--- src/rtl/vga_pattern_gen.sv ---
// -----------------------------------------------------------------------------
// vga_pattern_gen
// VGA timing and test-pattern generator for the pixel-clock domain. Video
// timing is set by parameters; one of four patterns (solid white, colour bars,
// checkerboard, gradient) is selected at run time and only switches at a frame
// boundary. A wrapping frame counter and a frame-start strobe are provided for
// downstream logic. Every output is registered one cycle behind the counters.
//
// Ports
//   clk          pixel clock
//   rst          asynchronous active-high reset
//   pattern_sel  requested pattern (0 solid, 1 bars, 2 checker, 3 gradient)
//   vga_red/grn/blu  pixel colour, COLOR_WIDTH bits each, 0 outside visible area
//   vga_hsync/vsync  sync pulses at the configured polarity
//   vga_de       high for visible pixels
//   frame_cnt    completed-frame count, wraps 255 -> 0
//   frame_start  one-cycle pulse with output pixel (0,0)
// -----------------------------------------------------------------------------
module vga_pattern_gen #(
    parameter int unsigned COLOR_WIDTH   = 4,
    parameter int unsigned H_VISIBLE     = 640,
    parameter int unsigned H_FP          = 16,
    parameter int unsigned H_SYNC        = 96,
    parameter int unsigned H_BP          = 48,
    parameter int unsigned V_VISIBLE     = 480,
    parameter int unsigned V_FP          = 10,
    parameter int unsigned V_SYNC        = 2,
    parameter int unsigned V_BP          = 33,
    parameter bit          H_SYNC_POL    = 1'b0,
    parameter bit          V_SYNC_POL    = 1'b0,
    parameter int unsigned CHECK_LOG2    = 5,
    parameter int unsigned PATTERN_RESET = 1
) (
    input  logic                   clk,
    input  logic                   rst,
    input  logic [1:0]             pattern_sel,
    output logic [COLOR_WIDTH-1:0] vga_red,
    output logic [COLOR_WIDTH-1:0] vga_grn,
    output logic [COLOR_WIDTH-1:0] vga_blu,
    output logic                   vga_hsync,
    output logic                   vga_vsync,
    output logic                   vga_de,
    output logic [7:0]             frame_cnt,
    output logic                   frame_start
);

    localparam int unsigned H_TOTAL    = H_VISIBLE + H_FP + H_SYNC + H_BP;
    localparam int unsigned V_TOTAL    = V_VISIBLE + V_FP + V_SYNC + V_BP;
    localparam int unsigned H_W        = $clog2(H_TOTAL);
    localparam int unsigned V_W        = $clog2(V_TOTAL);
    localparam int unsigned H_SYNC_BEG = H_VISIBLE + H_FP;
    localparam int unsigned H_SYNC_END = H_SYNC_BEG + H_SYNC;
    localparam int unsigned V_SYNC_BEG = V_VISIBLE + V_FP;
    localparam int unsigned V_SYNC_END = V_SYNC_BEG + V_SYNC;

    // Bar width; guarded so very narrow test modes still get a usable counter.
    localparam int unsigned BAR_W      = (H_VISIBLE >= 8) ? (H_VISIBLE / 8) : 1;
    localparam int unsigned BAR_PIX_W  = (BAR_W > 1) ? $clog2(BAR_W) : 1;

    // Counters are widened before shifting so the checker/gradient bit
    // selects stay in range even when the counters are narrow.
    localparam int unsigned SEL_W      = CHECK_LOG2 + COLOR_WIDTH;
    localparam int unsigned H_SH_W     = H_W + SEL_W;
    localparam int unsigned V_SH_W     = V_W + SEL_W;

    localparam logic [1:0] PAT_SOLID = 2'd0;
    localparam logic [1:0] PAT_BARS  = 2'd1;
    localparam logic [1:0] PAT_CHECK = 2'd2;
    localparam logic [1:0] PAT_GRAD  = 2'd3;

    localparam logic [COLOR_WIDTH-1:0] FULL = {COLOR_WIDTH{1'b1}};

    logic [H_W-1:0]         h_cnt;
    logic [V_W-1:0]         v_cnt;
    logic [7:0]             frame_q;
    logic [1:0]             pat_q;
    logic [BAR_PIX_W-1:0]   bar_pix;
    logic [2:0]             bar_idx;

    logic                   line_end_c;
    logic                   frame_end_c;
    logic                   visible_c;
    logic                   hsync_act_c;
    logic                   vsync_act_c;
    logic                   frame_start_c;
    logic [H_SH_W-1:0]      h_sh_c;
    logic [V_SH_W-1:0]      v_sh_c;
    logic [COLOR_WIDTH-1:0] red_c;
    logic [COLOR_WIDTH-1:0] grn_c;
    logic [COLOR_WIDTH-1:0] blu_c;

    // Position decode for the current counter state.
    always_comb begin
        line_end_c    = (32'(h_cnt) == (H_TOTAL - 1));
        frame_end_c   = line_end_c && (32'(v_cnt) == (V_TOTAL - 1));
        visible_c     = (32'(h_cnt) < H_VISIBLE) && (32'(v_cnt) < V_VISIBLE);
        hsync_act_c   = (32'(h_cnt) >= H_SYNC_BEG) && (32'(h_cnt) < H_SYNC_END);
        vsync_act_c   = (32'(v_cnt) >= V_SYNC_BEG) && (32'(v_cnt) < V_SYNC_END);
        frame_start_c = (h_cnt == '0) && (v_cnt == '0);
        h_sh_c        = H_SH_W'(h_cnt) >> CHECK_LOG2;
        v_sh_c        = V_SH_W'(v_cnt) >> CHECK_LOG2;
    end

    // Pixel colour for the current counter state; blank outside visible area.
    always_comb begin
        red_c = '0;
        grn_c = '0;
        blu_c = '0;
        if (visible_c) begin
            case (pat_q)
                PAT_SOLID: begin
                    red_c = FULL;
                    grn_c = FULL;
                    blu_c = FULL;
                end
                PAT_BARS: begin
                    red_c = bar_idx[2] ? FULL : '0;
                    grn_c = bar_idx[1] ? FULL : '0;
                    blu_c = bar_idx[0] ? FULL : '0;
                end
                PAT_CHECK: begin
                    if (h_sh_c[0] ^ v_sh_c[0]) begin
                        red_c = FULL;
                        grn_c = FULL;
                        blu_c = FULL;
                    end
                end
                PAT_GRAD: begin
                    red_c = COLOR_WIDTH'(h_sh_c);
                    grn_c = COLOR_WIDTH'(v_sh_c);
                    blu_c = frame_q[7 -: COLOR_WIDTH];
                end
                default: begin
                    red_c = '0;
                    grn_c = '0;
                    blu_c = '0;
                end
            endcase
        end
    end

    // Horizontal / vertical position counters.
    always_ff @(posedge clk or posedge rst) begin
        if (rst) begin
            h_cnt <= '0;
            v_cnt <= '0;
        end else if (line_end_c) begin
            h_cnt <= '0;
            v_cnt <= frame_end_c ? '0 : v_cnt + 1'b1;
        end else begin
            h_cnt <= h_cnt + 1'b1;
        end
    end

    // Pattern and frame count only change at frame end, so a frame is never
    // drawn with a mix of patterns.
    always_ff @(posedge clk or posedge rst) begin
        if (rst) begin
            pat_q   <= 2'(PATTERN_RESET);
            frame_q <= '0;
        end else if (frame_end_c) begin
            pat_q   <= pattern_sel;
            frame_q <= frame_q + 8'd1;
        end
    end

    // Bar index: steps every BAR_W pixels, saturates at 7, restarts each line.
    always_ff @(posedge clk or posedge rst) begin
        if (rst) begin
            bar_pix <= '0;
            bar_idx <= '0;
        end else if (line_end_c) begin
            bar_pix <= '0;
            bar_idx <= '0;
        end else if (32'(bar_pix) == (BAR_W - 1)) begin
            bar_pix <= '0;
            if (bar_idx != 3'd7) begin
                bar_idx <= bar_idx + 3'd1;
            end
        end else begin
            bar_pix <= bar_pix + 1'b1;
        end
    end

    // Output stage: one register between the counter state and every output.
    always_ff @(posedge clk or posedge rst) begin
        if (rst) begin
            vga_red     <= '0;
            vga_grn     <= '0;
            vga_blu     <= '0;
            vga_de      <= 1'b0;
            vga_hsync   <= ~H_SYNC_POL;
            vga_vsync   <= ~V_SYNC_POL;
            frame_start <= 1'b0;
            frame_cnt   <= '0;
        end else begin
            vga_red     <= red_c;
            vga_grn     <= grn_c;
            vga_blu     <= blu_c;
            vga_de      <= visible_c;
            vga_hsync   <= hsync_act_c ? H_SYNC_POL : ~H_SYNC_POL;
            vga_vsync   <= vsync_act_c ? V_SYNC_POL : ~V_SYNC_POL;
            frame_start <= frame_start_c;
            frame_cnt   <= frame_q;
        end
    end

endmodule
--- config.mk ---
export PLATFORM = sky130hd
export DESIGN_NAME = vga_pattern_gen
export DESIGN_NICKNAME = d
export VERILOG_FILES = /design/src/rtl/vga_pattern_gen.sv
export SDC_FILE = /design/constraint.sdc
export NUM_CORES = 1
export LEC_CHECK = 0
export ABC_AREA = 1
export CORE_UTILIZATION = 50
export CTS_BUF_LIST = sky130_fd_sc_hd__clkbuf_4 sky130_fd_sc_hd__clkbuf_8
export CTS_CLUSTER_SIZE = 16
export DETAILED_ROUTE_END_ITERATION = 6
export GPL_TIMING_DRIVEN = 1
export PLACE_DENSITY = 0.81
export REMOVE_ABC_BUFFERS = 1
export SETUP_SLACK_MARGIN = 0.1
export SLEW_MARGIN = 10
export SYNTH_ARGS = -nofsm -noshare
export SYNTH_HDL_FRONTEND = slang
export SYNTH_SLANG_ARGS = --single-unit
--- constraint.sdc ---
create_clock -name clk -period 1.8 [get_ports clk]
set_input_delay 0.18 -clock clk [delete_from_list [all_inputs] [get_ports clk]]
set_output_delay 0.18 -clock clk [all_outputs]
set_load 0.02 [all_outputs]
### Word level (Yosys, flattened, before mapping)

Index checks and enable logic that the tools add are counted.

| cells by class | value |
|---|---|
| $add $sub $neg | 5 |
| $lt $le $gt $ge | 6 |
| eq/ne operators | 7 |
| mux-type cells | 19 |
| bitwise operators | 1 |
| reduce and logical (&&, ||, !) cells | 11 |

Operator list:

| kind | count |
|---|---|
| case mux 4 bit (4 select lines) | 3 |
| 2-to-1 mux 4 bit | 7 |
| adder 10 x 1 -> 10 bit, second input constant | 2 |
| == test 10 bit, second input constant | 2 |
| logical NOT 10 bit | 2 |
| less-than comparator 10 bit, second input constant | 2 |
| less-than comparator 10 x 9 -> 1 bit, second input constant | 2 |
| 2-to-1 mux 10 bit | 2 |
| 2-to-1 mux 7 bit | 2 |
| >= comparator 10 bit, second input constant | 1 |
| >= comparator 10 x 9 -> 1 bit, second input constant | 1 |
| 2-to-1 mux 3 bit | 3 |
| adder 8 x 1 -> 8 bit, second input constant | 1 |
| adder 7 x 1 -> 7 bit, second input constant | 1 |
| == test 7 bit, second input constant | 1 |
| logical AND 1 bit | 5 |
| == test 2 bit, second input constant | 2 |
| nonzero test 2 bit | 2 |
| adder 3 x 1 -> 3 bit, second input constant | 1 |
| != test 3 bit, second input constant | 1 |
| == test 2 x 1 -> 1 bit, second input constant | 1 |
| logical NOT 2 bit | 1 |
| 2-to-1 mux 1 bit | 2 |
| AND reduction 2 bit | 1 |
| bitwise XOR 1 bit | 1 |

| storage, ports and cells | value |
|---|---|
| bits in registers | 64 |
| bits of input ports | 4 |
| output and inout port bits | 24 |

### Depth between registers and ports, before layout

| depth | value |
|---|---|
| depth after elaboration | 4 |
| depth in mapped cells | 9 |
| gate-level depth less buffers | 8 |

### Worst setup path after synthesis

OpenSTA, ideal clock, no wires.

| timing path | value |
|---|---|
| kind | reg-to-reg |
| start point | register h_cnt[0] |
| end point | register v_cnt[9] |
| data arrival time | 1.244 ns |
| data required time | 1.683 ns |
| path slack | 0.439 ns |
| stages on the path, launching flop included | 10 |
| clock period less this slack | 1.361 ns |
| path through | dfrtp_1 ha_1 nand2_2 nor2_4 inv_2 nor2_4 buf_6 nand3_2 nand2_1 nor2_2 |

| between the ends | value |
|---|---|
| longest elaborated chain between the ends | 3 |

RTL lines:

| element | RTL line | RTL |
|---|---|---|
| from (decl) | 73 | `logic [H_W-1:0] h_cnt;` |
| from (signal assigned) | 151 | `h_cnt <= h_cnt + 1'b1;` |
| == test 10 bit (*) | 94 | `line_end_c = (32'(h_cnt) == (H_TOTAL - 1));` |
| logical AND 1 bit | 95 | `frame_end_c = line_end_c && (32'(v_cnt) == (V_TOTAL - 1));` |
| 2-to-1 mux 10 bit | 149 | `v_cnt <= frame_end_c ? '0 : v_cnt + 1'b1;` |
| to (signal assigned) | 149 |  |
| to (decl) | 74 | `logic [V_W-1:0] v_cnt;` |

Every way passes the cells marked *; elsewhere a longest branch is shown, timed or not.
A chain may end at the register's enable or synchronous reset.

### Worst setup path after layout

| timing path | value |
|---|---|
| start point | register vga_vsync |
| end point | output port vga_vsync |

RTL lines:

| element | RTL line | RTL |
|---|---|---|
| from (decl) | 41 | `output logic vga_vsync,` |
| from (signal assigned) | 193 | `vga_vsync <= ~V_SYNC_POL;` |
| from (signal assigned) | 202 | `vga_vsync <= vsync_act_c ? V_SYNC_POL : ~V_SYNC_POL;` |

No word-level cell between the ends.

==> out/qor.yml <==
cts:
  htreeDepth: 3
  clk_path_buf_depth: 2
  cts_tree: "yes"
  root_buffer: "clkbuf_8"
  clkTransAtPathRegs_ns: 0.07
  clock-sinks: 64
  ctsHoldBuffers: 0
  cts_buffers: 9
  clk_latency_ns: 0.35
cells_and_area:
  fin_area_mm2: 0.00369
  layout_commonest_cell: "nand2_1"
  syn_to_final_growth_pct: 17.9
  diodes: 0
  drive_gt1_share_pct: 12.9
  nets: 410
  layout_common_cells: "78 x nand2_1, 61 x dfrtp_1, 48 x inv_1"
  nFillCells: 496
global_routing:
  grt_busiest_layer: "met2"
  grt_overflow: 0
  grt_pass1_wl_um: 10600
  antenna_found_initial: 0
  grt_pass1_vias: 2449
  grt_usage_pct: 21.3
  use_met2_pct: 34.5
  grt_start_max_net_pins: 26
  use_met3_pct: 4.49
  use_met1_pct: 26.2
logic_synthesis:
  netlist_area_mm2: 0.00313
  synthTopCellsByArea: "dfrtp_1 49%, nand2_1 9.4%, inv_1 5.9%"
  synth-edff-count: 0
  yosys.area.top_type: "dfrtp_1"
  synthDistinctLibCells: 33
  synthArstFlopShare_pct: 100
  synth_top_area_share_pct: 48.8
  ys_seq_area_share_pct: 51.4
  ys_ff_latch: 64
  syn_avg_cell_area_um2: 8.66
  synth_ff_type: "dfrtp_1"
  ys_warn_count: 0
  synthCells: 361
sta:
  slew_headroom_pct: 68.6
  fin_skew_ns: 0.00805
  tightest_slew_ns: 0.471
  timing.final.ws_setup_ns: 0.173
  hold_viol: 0
  finalHoldWorstSlack_ns: 0.168
  rsz0062_at_grt: "no"
  finalCritPeriodShare_pct: 90.4
  max_freq_mhz: 615
  fin_crit_ns: 1.63
  finalSetupViolations: 0
  fin_tns_setup_ns: 0
  maxSlewViolCount: 0
drt:
  first_pass_iters: 4
  vias: 2422
  drc: 0
  drt_iter0_markers: 151
  vias_per_cell: 5.07
  routedWlPerCell_um: 12.5
  antenna_left: 0
  drt_wl_total_um: 5980
power_and_ir_drop:
  p_leak_nw: 1.94
  pwr-share-comb_pct: 1.7
  p_int_w: 0.00195
  sequentialPowerShare_pct: 56.3
  power_switching_w: 0.000602
  clkPwrFrac_pct: 42.0
  sw_frac_of_total_pct: 23.6
  power.density_mw_per_mm2: 692
  vdd.ir_drop.worst_v: 0.000471
setup_path:
  critPathKind: "reg2out"
  endpoint_kind: "output pin"
  path_cells: "clkdlybuf4s50_1"
  crit_family: "buffers and inverters"
  required_ns: 1.62
  crit_path_start_kind: "register"
  cpPeakStageDelay_ns: 0.59
  crit_fanout: 1
  cp_slowest_cell: "clkdlybuf4s50_1"
  path_buf_inv: 1
  cp_data_arrival_time_ns: 1.45
floorplan:
  core_mm2: 0.00599
  fp.dieH_um: 81.1
  rows: 28
  floorplan.initialDensity_pct: 52.2
  pin_count: 28
  die_area_mm2: 0.00657
  die_w_um: 81.1
place:
  place.gp.congestion: 1.03
  placed_area_mm2: 0.00349
  post-place-ws_ns: 0.172
  portBuffers: 27
  place_hpwl_um: 4520
run_status:
  outcome: "complete, no violations"
hold_path:
  min_path_type: "in2async"
flow_run:
  maxCapViolations: 0
[power groups by stage]
stage	Clock, W	Sequential, W	Combinational [W]
detailed placement	0	0.00147	0.0000460
global placement	0	0.00147	0.0000452
floorplan	0	0.00147	0.0000209
global route	0.00116	0.00144	0.0000509
CTS	0.00109	0.00144	0.0000459
finish	0.00107	0.00144	0.0000436
[synth_stat cells (7+ instances only)]
cell,count
ha_1,8
o21ai_0,11
dfrtp_1,61
nand3_1,21
xor2_1,12
nor3_1,9
nand2_1,78
a21oi_1,19
inv_1,49
nor2_1,43
nand4_1,7
[path summary, 6_finish.rpt]
check / end / cells past startpoint / slack, ns / start
min in group clk: pat_q[0]$_DFFE_PP1P_ / 3 / 0.36 / pattern_sel[0]
max: vga_vsync / 1 / 0.17 / vga_vsync$_DFF_PP1_
max in group asynchronous: pat_q[0]$_DFFE_PP1P_ / 3 / 1.09 / rst
min reg2reg: frame_cnt[1]$_DFF_PP0_ / 0 / 0.45 / frame_q[1]$_DFFE_PP0P_
min: h_cnt[9]$_DFF_PP0_ / 2 / 0.17 / rst
max reg2reg: v_cnt[4]$_DFFE_PP0N_ / 8 / 0.28 / h_cnt[1]$_DFF_PP0_
[sequential cells by signal (all words and copies together) (netlist names)]
register,count
vga_hsync,1
v_cnt,10
vga_de,1
bar_idx,3
vga_blu,4
h_cnt,10
vga_red,4
vga_grn,4
pat_q,2
frame_cnt,8
frame_q,8
bar_pix,7
vga_vsync,1
frame_start,1
[area by class of cell]
| class | count | area (um2) | area share, % |
|---|---|---|---|
| sequential | 64 | 1610 | 43.6 |
| timing repair buffer | 34 | 348 | 9.44 |
| clock buffer | 9 | 124 | 3.36 |
| clock inverter | 7 | 47.5 | 1.29 |
| tap | 75 | 93.8 | 2.55 |
| inverter | 51 | 191 | 5.19 |
| multi-input combinational | 238 | 1280 | 34.6 |
[worst reg2reg max path: cells and delay by family (launching register included)]
family / cells / cell delay [ns]
compound gates: 1 / 0.08
fa+ha+maj: 1 / 0.22
simple gates: 5 / 0.56
flops: 1 / 0.37
buf+inv: 1 / 0.20
[per-stage QoR]
step                power [W]  std cells  utilization, %
floorplan             0.00149        353               -
global placement      0.00151        459            58.2
detailed placement    0.00151        459            58.2
CTS                   0.00258        475            61.1
global route          0.00265        478            61.5
finish                0.00255        478            61.5
[per-layer routing]
| metal | vias up | wire length [um] |
|---|---|---|
| met1 | 1139 | 2650 |
| met4 | 0 | 136 |
| met2 | 62 | 2930 |
| met5 | - | 0 |
| met3 | 11 | 261 |
| li1 | 1210 | - |
[what timing repair did]
action	in CTS	in global routing
resized for setup	0	1
setup endpoints to repair	0	7
setup buffers	0	3
[cells by family after synthesis]
group | after synthesis | share of synthesized area (%)
AND/OR/NAND/NOR | 179 | 27.1
flip-flops | 64 | 51.4
buffers and inverters | 59 | 7.89
AO/OA/AOI/OAI | 37 | 6.49
XOR/XNOR | 14 | 3.92
adder cells (fa/ha/maj) | 8 | 3.20
(Power assumes the default switching activity.)
